## src/rtl/seg_display_scanner.sv

```systemverilog
// Multiplexed 7-segment display scanner with double-buffered digit data.
// Define SEG_DISPLAY_BLINK_EN to enable per-digit blinking via blink_mask.
module seg_display_scanner #(
  parameter int NUM_DIGITS = 4,
  parameter int SCAN_DIV   = 50000,
  parameter int BLINK_DIV  = 64
) (
  input  logic                    clk,
  input  logic                    reset,
  input  logic                    load,
  input  logic [4*NUM_DIGITS-1:0] digit_data,
  input  logic [NUM_DIGITS-1:0]   blank_mask,
  input  logic [NUM_DIGITS-1:0]   blink_mask,
  input  logic [NUM_DIGITS-1:0]   dp_mask,
  output logic                    seg_a,
  output logic                    seg_b,
  output logic                    seg_c,
  output logic                    seg_d,
  output logic                    seg_e,
  output logic                    seg_f,
  output logic                    seg_g,
  output logic                    seg_p,
  output logic [NUM_DIGITS-1:0]   digit_en,
  output logic                    frame_done
);

  localparam int SW = $clog2(SCAN_DIV);
  localparam int IW = (NUM_DIGITS > 1) ? $clog2(NUM_DIGITS) : 1;
  localparam logic [SW-1:0] SLOT_LAST = SW'(SCAN_DIV - 1);
  localparam logic [IW-1:0] IDX_LAST  = IW'(NUM_DIGITS - 1);

  if (NUM_DIGITS < 1 || NUM_DIGITS > 8) begin : g_bad_nd
    $error("NUM_DIGITS out of range");
  end
  if (SCAN_DIV < 2 || SCAN_DIV > (1 << 20)) begin : g_bad_sd
    $error("SCAN_DIV out of range");
  end
  if (BLINK_DIV < 1 || BLINK_DIV > 255) begin : g_bad_bd
    $error("BLINK_DIV out of range");
  end

  logic [SW-1:0] r_slot;
  logic [IW-1:0] r_idx;
  logic          r_pflag;

  logic [NUM_DIGITS-1:0][3:0] r_pend_data;
  logic [NUM_DIGITS-1:0]      r_pend_blank;
  logic [NUM_DIGITS-1:0]      r_pend_blink;
  logic [NUM_DIGITS-1:0]      r_pend_dp;

  logic [NUM_DIGITS-1:0][3:0] r_act_data;
  logic [NUM_DIGITS-1:0]      r_act_blank;
  logic [NUM_DIGITS-1:0]      r_act_blink;
  logic [NUM_DIGITS-1:0]      r_act_dp;

  logic [6:0]            r_seg;
  logic                  r_segp;
  logic [NUM_DIGITS-1:0] r_den;
  logic                  r_fdone;

  logic       w_slot_end;
  logic       w_bnd;
  logic       w_phase;
  logic       w_dark;
  logic [3:0] w_nib;
  logic [6:0] w_dec;

  assign w_slot_end = (r_slot == SLOT_LAST);
  assign w_bnd      = w_slot_end && (r_idx == IDX_LAST);

  always_ff @(posedge clk) begin
    if (reset) begin
      r_slot <= '0;
      r_idx  <= '0;
    end else if (w_slot_end) begin
      r_slot <= '0;
      r_idx  <= (r_idx == IDX_LAST) ? '0 : r_idx + 1'b1;
    end else begin
      r_slot <= r_slot + 1'b1;
    end
  end

  // Pending set absorbs loads; active set only changes at frame boundary.
  always_ff @(posedge clk) begin
    if (reset) begin
      r_pflag      <= 1'b0;
      r_pend_data  <= '0;
      r_pend_blank <= '0;
      r_pend_blink <= '0;
      r_pend_dp    <= '0;
      r_act_data   <= '0;
      r_act_blank  <= '0;
      r_act_blink  <= '0;
      r_act_dp     <= '0;
    end else begin
      if (load) begin
        r_pend_data  <= digit_data;
        r_pend_blank <= blank_mask;
        r_pend_blink <= blink_mask;
        r_pend_dp    <= dp_mask;
      end
      if (w_bnd) begin
        r_pflag <= 1'b0;
        if (load) begin
          r_act_data  <= digit_data;
          r_act_blank <= blank_mask;
          r_act_blink <= blink_mask;
          r_act_dp    <= dp_mask;
        end else if (r_pflag) begin
          r_act_data  <= r_pend_data;
          r_act_blank <= r_pend_blank;
          r_act_blink <= r_pend_blink;
          r_act_dp    <= r_pend_dp;
        end
      end else if (load) begin
        r_pflag <= 1'b1;
      end
    end
  end

`ifdef SEG_DISPLAY_BLINK_EN
  localparam int FW = (BLINK_DIV > 1) ? $clog2(BLINK_DIV) : 1;
  localparam logic [FW-1:0] FCNT_LAST = FW'(BLINK_DIV - 1);

  logic [FW-1:0] r_fcnt;
  logic          r_phase;

  always_ff @(posedge clk) begin
    if (reset) begin
      r_fcnt  <= '0;
      r_phase <= 1'b0;
    end else if (w_bnd) begin
      if (r_fcnt == FCNT_LAST) begin
        r_fcnt  <= '0;
        r_phase <= ~r_phase;
      end else begin
        r_fcnt <= r_fcnt + 1'b1;
      end
    end
  end

  assign w_phase = r_phase;
`else
  assign w_phase = 1'b0;
`endif

  assign w_nib  = r_act_data[r_idx];
  assign w_dark = r_act_blank[r_idx] |
                  (r_act_blink[r_idx] & w_phase);

  // Active-low {g,f,e,d,c,b,a}
  always_comb begin
    w_dec = 7'h7F;
    unique case (w_nib)
      4'h0: w_dec = 7'h40;
      4'h1: w_dec = 7'h79;
      4'h2: w_dec = 7'h24;
      4'h3: w_dec = 7'h30;
      4'h4: w_dec = 7'h19;
      4'h5: w_dec = 7'h12;
      4'h6: w_dec = 7'h02;
      4'h7: w_dec = 7'h78;
      4'h8: w_dec = 7'h00;
      4'h9: w_dec = 7'h10;
      4'hA: w_dec = 7'h08;
      4'hB: w_dec = 7'h03;
      4'hC: w_dec = 7'h46;
      4'hD: w_dec = 7'h21;
      4'hE: w_dec = 7'h06;
      4'hF: w_dec = 7'h0E;
    endcase
  end

  // Slot count 0 is dead time: no digit selected.
  always_ff @(posedge clk) begin
    if (reset) begin
      r_seg   <= 7'h7F;
      r_segp  <= 1'b1;
      r_den   <= '1;
      r_fdone <= 1'b0;
    end else begin
      r_seg   <= w_dark ? 7'h7F : w_dec;
      r_segp  <= ~(r_act_dp[r_idx] & ~w_dark);
      r_den   <= (r_slot == '0) ? '1 :
                 ~(NUM_DIGITS'(1) << r_idx);
      r_fdone <= w_bnd;
    end
  end

  assign seg_a      = r_seg[0];
  assign seg_b      = r_seg[1];
  assign seg_c      = r_seg[2];
  assign seg_d      = r_seg[3];
  assign seg_e      = r_seg[4];
  assign seg_f      = r_seg[5];
  assign seg_g      = r_seg[6];
  assign seg_p      = r_segp;
  assign digit_en   = r_den;
  assign frame_done = r_fdone;

endmodule

```

## config.mk

```make
export PLATFORM = sky130hd
export DESIGN_NAME = seg_display_scanner
export DESIGN_NICKNAME = d
export VERILOG_FILES = /design/src/rtl/seg_display_scanner.sv
export SDC_FILE = /design/constraint.sdc
export NUM_CORES = 1
export LEC_CHECK = 0
export ABC_AREA = 0
export CORE_MARGIN = 5
export CORE_UTILIZATION = 50
export DETAILED_ROUTE_END_ITERATION = 8
export GPL_ROUTABILITY_DRIVEN = 0
export PLACE_DENSITY = 0.81
export SYNTH_ARGS = -nofsm -noshare
export SYNTH_HDL_FRONTEND = slang
export SYNTH_SLANG_ARGS = --single-unit
```

## constraint.sdc

```tcl
create_clock -name clk -period 2.8 [get_ports clk]
set_clock_uncertainty 0.2 [all_clocks]
set_input_delay 0.42 -clock clk [delete_from_list [all_inputs] [get_ports clk]]
set_output_delay 0.42 -clock clk [all_outputs]
set_load 0.05 [all_outputs]
```

======== Word-level counts from Yosys, hierarchy flattened ========
Memories as Yosys holds them, arrays and structs flattened. A register that Yosys moved wholly into a read port is not among the register bits.
Cells that the tools add are included.
word-level totals
  register bits ........................... 73
  memory bits (read-only) ................. 112
  output and inout port bits .............. 13
  word-level logic and storage cells ...... 50
  memories ................................ 1
operators by class
  add/subtract/negate cells ............... 2
  magnitude comparators ................... 1
  eq/ne operators ......................... 2
  shift-type cells ........................ 1
  muxes and demuxes ....................... 13
  bitwise operators ....................... 4
  reductions and logical operators ........ 8
memories
  memory           words  width  rd ports  clocked after Yosys merged registers in  write ports  line  source
  (no name shown)  16     7      1         1                                        0            154   unique case (w_nib)
operators by type and width
  kind                                                                           number
  16-bit two-way mux                                                             2
  4-bit two-way mux                                                              5
  16-bit by 1-bit adder with 16-bit output (second input constant)               1
  16-bit == test (second input constant)                                         1
  16-bit logical NOT                                                             1
  4-bit binary-select mux with 2-bit select                                      1
  2-bit OR reduction                                                             4
  1-bit binary-select mux with 2-bit select                                      2
  4-bit inverter                                                                 1
  1-bit by 2-bit << shifter with 4-bit output (first input constant)             1
  2-bit by 3-bit less-than comparator with 1-bit output (second input constant)  1
  2-bit by 1-bit adder with 2-bit output (second input constant)                 1
  2-bit == test (second input constant)                                          1
  1-bit two-way mux                                                              2
  2-bit two-way mux                                                              1
  1-bit inverter                                                                 2
  2-bit AND reduction                                                            1
  2-bit nonzero test                                                             1
  1-bit bitwise AND                                                              1
  1-bit logical AND                                                              1

======== Longest topological paths before layout ========
Gate-level depths: netlist of run 1.
  depth after elaboration ................. 5
  depth in mapped cells ................... 7
  gate-level depth less buffers ........... 6

======== Worst setup path after synthesis of run 1 ========
OpenSTA, ideal clock, no wires.
  kind .................................... reg2reg
  start point ............................. register r_slot[7]
  end point ............................... register r_act_blank[0]
  arrival ................................. 2.232 ns
  required time ........................... 2.479 ns
  slack ................................... 0.248 ns
  stages on the path, launching flop included .. 6
  buffers on the path ..................... 1
  cell sequence ........................... dfxtp_1 > or4_4 > or4_4 > nor4b_4 > buf_6 > mux2_2
on the way
  longest elaborated chain between the ends .. 3
ends and longest elaborated chain
  item                           line  source
  start, declared                42    logic [SW-1:0] r_slot;
  start signal, assigned         79    r_slot <= r_slot + 1'b1;
  16-bit == test                 68    assign w_slot_end = (r_slot == SLOT_LAST);
  1-bit logical AND              69    assign w_bnd = w_slot_end && (r_idx == IDX_LAST);
  2-bit AND reduction (no line)  -
  end signal, assigned           106   r_act_blank <= blank_mask;
  end signal, assigned           111   r_act_blank <= r_pend_blank;
  end, declared                  52    logic [NUM_DIGITS-1:0] r_act_blank;
No other way between the ends.
A chain may end at the register's enable or synchronous reset.

======== Worst setup path after layout of run 1 ========
  start point ............................. register r_slot[7]
  end point ............................... register r_act_data[4] in the netlist's numbering
on the way
  longest elaborated chain between the ends .. 3
ends and longest elaborated chain
  item                           line  source
  16-bit == test                 68
  1-bit logical AND              69
  2-bit AND reduction (no line)  -
  end signal, assigned           105   r_act_data <= digit_data;
  end signal, assigned           110   r_act_data <= r_pend_data;
  end, declared                  51    logic [NUM_DIGITS-1:0][3:0] r_act_data;
No other way between the ends.

==> impl_metrics.toml, run 1 <==
[final_layout]
area_delta_synth_final_pct = 20.4
nFillCells = 535
final_cell_area_um2 = 4190
diodes = 0
final_layout_size_suffix_gt1_share_pct = 16.2
nets = 414
multi_input_area_um2 = 1740
layout.area.seq_um2 = 1600

[outcome]
status = "finished, final reports clean"

[die]
start_util_pct = 51.2
fp.coreArea_um2 = 6790
die_h_um = 93.4
dieArea_um2 = 8720
rows = 30
die_w_um = 93.4
ios = 44

[power_and_ir_drop]
p_per_area_nw_per_um2 = 527
peakVddDrop_mv = 0.300
power.total_uw = 2210
cellLeakagePower_uw = 0.00169

[detailed_routing]
post_drt_wl_per_cell_um = 13.3
first_iter_violations = 74
drc = 0
vias = 2378
ant_nets = 0
firstDrtPassIters = 5
drt_wl_total_um = 6280
vias_per_cell = 5.04

[worst_setup_path]
worstSetupEndpoint = "r_act_data[4]"
start_kind = "register"
cp_common_cell = "or4_4"
crit_path_max_fanout = 24
max_stage_delay_ns = 0.54
r2r-start = "r_slot[7]"
critPathLaunch = "r_slot[7]"
required_ns = 2.83
worstSetupPathType = "register to register"
regToRegSetupSlack_ns = 0.23
path_delay_family = "simple AND/OR/NAND/NOR gates"
r2r_end = "r_act_data[4]"
worstPathCellList = "or4_4 -> or4_4 -> nor4b_4 -> buf_12 -> mux2_2"
reg2regPathDepth = 5
crit_buf_inv = 1
endpoint_kind = "register"
slowest_stage = "or4_4"
arrival_ns = 2.60
cp_num_cells = 5

[timing]
hold_viol_final = 0
max_freq_ghz = 0.389
fin_crit_sh_pct = 91.7
worstMarginPinSlew_ns = 0.541
period_needed_ns = 2.57
maxSlewHeadroom_pct = 63.8
slew_violations = 0
rsz0062_at_grt = "false"
tns_ns = 0
setup_viol = 0

[synth]
seq_area_frac_synth_pct = 46.1
synth_area_um2 = 3480
synth_edf_count = 0
synth.avg_cell_area_um2 = 10.6
synthArstFlopShare_pct = 0
yosysUniqueCellTypes = 39
ys_top_cells_by_area = "dfxtp_1, mux2_2, mux2i_1"
ys.flop_type = "dfxtp_1"
synth_fp_nets = 372
ys_seq_elements = 80
syn_inst = 329
synth_area_leader_cell = "dfxtp_1"
synth.top_cell.area_share_pct = 46.1
ys_warn_count = 0

[clocking]
cts.sinks = 80
ctsHoldBuffers = 0
cts_setup_buffers = 0
clock_latency_ns = 0.35
cts_tree = "built"
numCtsBuffers = 9
clk_path_buf_depth = 2
clk_pin_slew_worst_paths_ns = 0.09
root_buffer = "clkbuf_8"
htreeDepth = 3
cts_resized = 0

[place]
io_buffer_count = 39
hpwlAfterDp_um = 4350
dpl-instance-area_um2 = 3980

[global_routing]
antenna_found_initial = 0
grt_first_pass_wirelength_um = 11200
grt_max_degree = 57
overflow = 0
grt_pass1_vias = 2455
grt_util_all_layers_pct = 16.1

[min_path]
hold_class = "register to register"

[flow_run]
max-cap-violations = 0
## registers in the layout, summed over array words and instances, names as in the netlist
| register | flops |
|---|---|
| digit_en | 4 |
| r_idx | 2 |
| seg_p | 1 |
| r_slot | 16 |
| r_pflag | 1 |
| r_seg | 7 |
| r_act_blank | 4 |
| r_pend_data | 16 |
| r_act_data | 16 |
| frame_done | 1 |
| r_pend_dp | 4 |
| r_pend_blank | 4 |
| r_act_dp | 4 |
## report_power, final
part	total (uW)	internal (uW)	switching [uW]	leakage, uW
Clock	871	461	410	0.0000948
Combinational	158	77.7	80.1	0.000945
Sequential	1180	1170	10.7	0.000653
## layout by cell type, fill, tap and decap left out, types with 2 or more instances in the layout
master           count
nor2b_1              4
or3_1                5
nand3_1             10
o31ai_1              2
inv_1               10
buf_12               2
buf_4                6
nor2_1              43
xor2_1               4
nand3b_1             2
mux2_2              26
o211ai_1             4
nor3b_1              3
nand2_1             15
mux2i_1             24
nor3_1               2
clkdlybuf4s50_1     39
clkbuf_8            11
dfxtp_1             80
a21oi_1              5
and2b_1             20
o21a_1               2
ha_1                12
and3_1               2
xnor2_1              8
clkinvlp_4           3
or4_4                2
nand4_1              3
mux4_2               7
o21ai_0              4
nor4_1               5
## kinds of logic (layout without fill, tap and decap cells)
| group | Yosys count | in the layout | share of synthesized area, % |
|---|---|---|---|
| buffers and inverters | 26 | 73 | 3.74 |
| and+or+nand+nor | 123 | 123 | 19.5 |
| AOI/OAI and AO/OA | 19 | 19 | 3.42 |
| DFF | 80 | 80 | 46.1 |
| xor gates and xnor gates | 12 | 12 | 3.02 |
| muxes | 57 | 57 | 19.9 |
| adders and majority gates | 12 | 12 | 4.32 |
## Yosys cell counts (3+ instances only)
cell       n
nand4_1    3
dfxtp_1   80
nor2_1    43
o21ai_0    4
mux2_2    26
o211ai_1   4
mux4_2     7
buf_6      4
nor3b_1    3
nand2_1   15
nor2b_1    4
xor2_1     4
a21oi_1    5
nor4_1     5
nand3_1   10
clkbuf_1   6
xnor2_1    8
inv_1     10
ha_1      12
mux2i_1   24
or3_1      5
buf_1      4
and2b_1   20
## cell type report
| cell class | instances | area share (%) |
|---|---|---|
| clock buffers | 12 | 3.71 |
| clock inverters | 4 | 1.26 |
| inverters | 10 | 0.897 |
| multi-input cells | 223 | 41.7 |
| flip-flops and latches | 80 | 38.3 |
| well taps | 96 | 2.87 |
| repair buffers | 47 | 11.4 |
## worst min path at each step
stage / startpoint / to / slack, ns / cells past startpoint
finish: r_slot[0] / r_slot[0] / 0.29 / 1
global route: r_slot[0] / r_slot[0] / 0.34 / 1
CTS: r_slot[0] / r_slot[0] / 0.28 / 1
detailed placement: r_slot[0] / r_slot[0] / 0.26 / 1
global placement: r_slot[0] / r_slot[0] / 0.25 / 1
floorplan: r_slot[0] / r_slot[0] / 0.24 / 1
## metrics by stage
stage,cells,hold slack [ns],setup slack (ns),utilization [%]
2_1_floorplan,329,0.238,0.248,-
3_3_place_gp,456,0.253,0.285,58.6
3_5_place_dp,456,0.264,0.245,58.6
4_1_cts,472,0.284,0.236,61.6
5_1_grt,472,0.335,0.165,61.6
6_report,472,0.285,0.232,61.6
## layer usage
layer	global-route usage (%)	share of wire, %	vias to the layer above
met5	0	0	-
met1	20.6	47	1097
li1	-	-	1219
met3	2.90	3.5	13
met4	8.91	2.4	0
met2	25.8	47	49
No activity file was read; power rests on OpenSTA's default activity.
==> run 2, diff against run 1 <==
==> constraint.sdc (replaced) <==
create_clock -name clk -period 2.6 [get_ports clk]
set_clock_uncertainty 0.2 [all_clocks]
set_input_delay 0.39 -clock clk [delete_from_list [all_inputs] [get_ports clk]]
set_output_delay 0.39 -clock clk [all_outputs]
set_load 0.05 [all_outputs]
==> run 2 against run 1 <==
Compared with the run above: setup slack got worse by 0.18 ns; sequential power rose by 8%; clock-buffer cell count fell by 1; largest cell class unchanged; highest routed layer unchanged.
==> impl_metrics.toml, run 2 (synthesis gave the netlist of run 1 again) <==
[min_path]
hold_path_depth = 1
hold_path_end = "r_slot[0]"
hold_class = "register to register"
hold_start = "r_slot[0]"

[global_routing]
grt_first_pass_wirelength_um = 11100
overflow = 0
grt_use_met2_pct = 26.3
grt_max_degree = 57
grt-busiest-layer = "met2"
antenna_found_initial = 0
grt_util_met1_pct = 19.8
grt_util_all_layers_pct = 16.0
grt_pass1_vias = 2399
met3_usage_pct = 3.94

[power_and_ir_drop]
sw_frac_of_total_pct = 21.2
power_switching_uw = 548
peakVddDrop_mv = 0.351
p_seq_share_pct = 49.2
clockPowerShare_pct = 44.0
p_int_uw = 2030
p_per_area_nw_per_um2 = 600
cellLeakagePower_uw = 0.00176
power.share.combinational_pct = 6.7

[die]
die_w_um = 93.4
start_util_pct = 51.2
dieArea_um2 = 8720
fp.coreArea_um2 = 6790
die_h_um = 93.4
ios = 44
rows = 30

[timing]
setup_viol = 0
maxSlewHeadroom_pct = 61.5
tns_ns = 0
slew_violations = 0
period_needed_ns = 2.55
hold_ws_ns = 0.251
fin_crit_sh_pct = 98.0
max_freq_ghz = 0.392
hold_viol_final = 0
worstMarginPinSlew_ns = 0.575

[final_layout]
nets = 419
area_delta_synth_final_pct = 23.6
reg_top3 = "r_act_data: 16 flops, r_pend_data: 16 flops, r_slot: 16 flops"
mostFrequentLayoutCells = "dfxtp_1, nor2_1, clkdlybuf4s50_1"
final_layout_size_suffix_gt1_share_pct = 18.4
mostFrequentLayoutCell = "dfxtp_1"
diodes = 0

[worst_setup_path]
endpoint_kind = "register"
required_ns = 2.64
cp_common_cell = "or4_4"
regToRegSetupSlack_ns = 0.05
start_kind = "register"
arrival_ns = 2.59
reg2regPathDepth = 6
worstSetupPathType = "register to register"
r2r_end = "r_act_data[12]"
crit_path_max_fanout = 12
max_stage_delay_ns = 0.53
slowest_stage = "or4_4"
r2r-start = "r_slot[7]"
worstPathCellList = "or4_4 -> or4_4 -> nor4b_4 -> buf_4 -> clkbuf_16 -> mux2_2"

[clocking]
clk_path_buf_depth = 2
cts.sinks = 80
clock_latency_ns = 0.35
ctsHoldBuffers = 0
cts_tree = "built"
htreeDepth = 3
root_buffer = "clkbuf_8"
numCtsBuffers = 9
clk_pin_slew_worst_paths_ns = 0.08

[detailed_routing]
post_drt_wl_per_cell_um = 14.0
vias = 2441
ant_nets = 0
firstDrtPassIters = 4
first_iter_violations = 127
vias_per_cell = 5.12
drc = 0
drt_wl_total_um = 6700

[place]
io_buffer_count = 39
hpwlAfterDp_um = 4480

[flow_run]
max-cap-violations = 0

[outcome]
status = "finished, final reports clean"
## run 2: worst max-delay path by stage
stage	end	slack, ns	startpoint	cells past startpoint
3_5_place_dp	r_act_dp[0]	0.04	r_slot[7]	5
4_1_cts	r_act_blank[0]	0.03	r_slot[7]	5
3_3_place_gp	r_act_data[2]	0.08	r_slot[7]	5
5_1_grt	r_act_blank[0]	-0.007	r_slot[7]	6
6_report	r_act_data[12]	0.05	r_slot[7]	6
2_1_floorplan	r_act_blank[0]	0.05	r_slot[7]	5
## run 2: layout make-up
cell class | count | area, um2
flip-flops and latches | 80 | 1600
inverters | 10 | 37.5
fillers | 533 | 2500
multi-input cells | 223 | 1750
clock buffers | 11 | 151
well taps | 96 | 120
repair buffers | 52 | 531
clock inverters | 5 | 103
## run 2: critical path, delay by kind of cell, from the launching register on
| family | cells | cell delay [ns] |
|---|---|---|
| mux | 1 | 0.33 |
| flops | 1 | 0.34 |
| buf+inv | 2 | 0.35 |
| simple gates | 3 | 1.21 |
## run 2: timing repair
item	4_1_cts	5_1_grt
setup buffers	0	1
resized for setup	0	4
endpoints found under the setup margin	0	24
## run 2: layer usage
metal	vias to the layer above	part of all wire, %	wire, um
met4	0	1.9	129
met5	-	0	0
li1	1227	-	-
met1	1136	45	2990
met3	16	4.3	289
met2	62	49	3290
## run 2: power by group through the flow
stage	Clock, uW	Combinational [uW]	Sequential [uW]
global route	1200	190	1270
floorplan	0	79.3	1320
CTS	1140	174	1270
detailed placement	0	173	1300
finish	1140	173	1270
global placement	0	170	1300
## run 2: through the flow
step / instance area, um2 / cells / setup WS (ns) / util, % / total power [uW]
2_1_floorplan: 3480 / 329 / 0.0477 / - / 1400
3_3_place_gp: 4000 / 459 / 0.0841 / 58.9 / 1470
3_5_place_dp: 4000 / 459 / 0.0408 / 58.9 / 1470
4_1_cts: 4260 / 475 / 0.0281 / 62.6 / 2590
5_1_grt: 4300 / 477 / -0.00684 / 63.2 / 2660
6_report: 4300 / 477 / 0.0510 / 63.2 / 2580
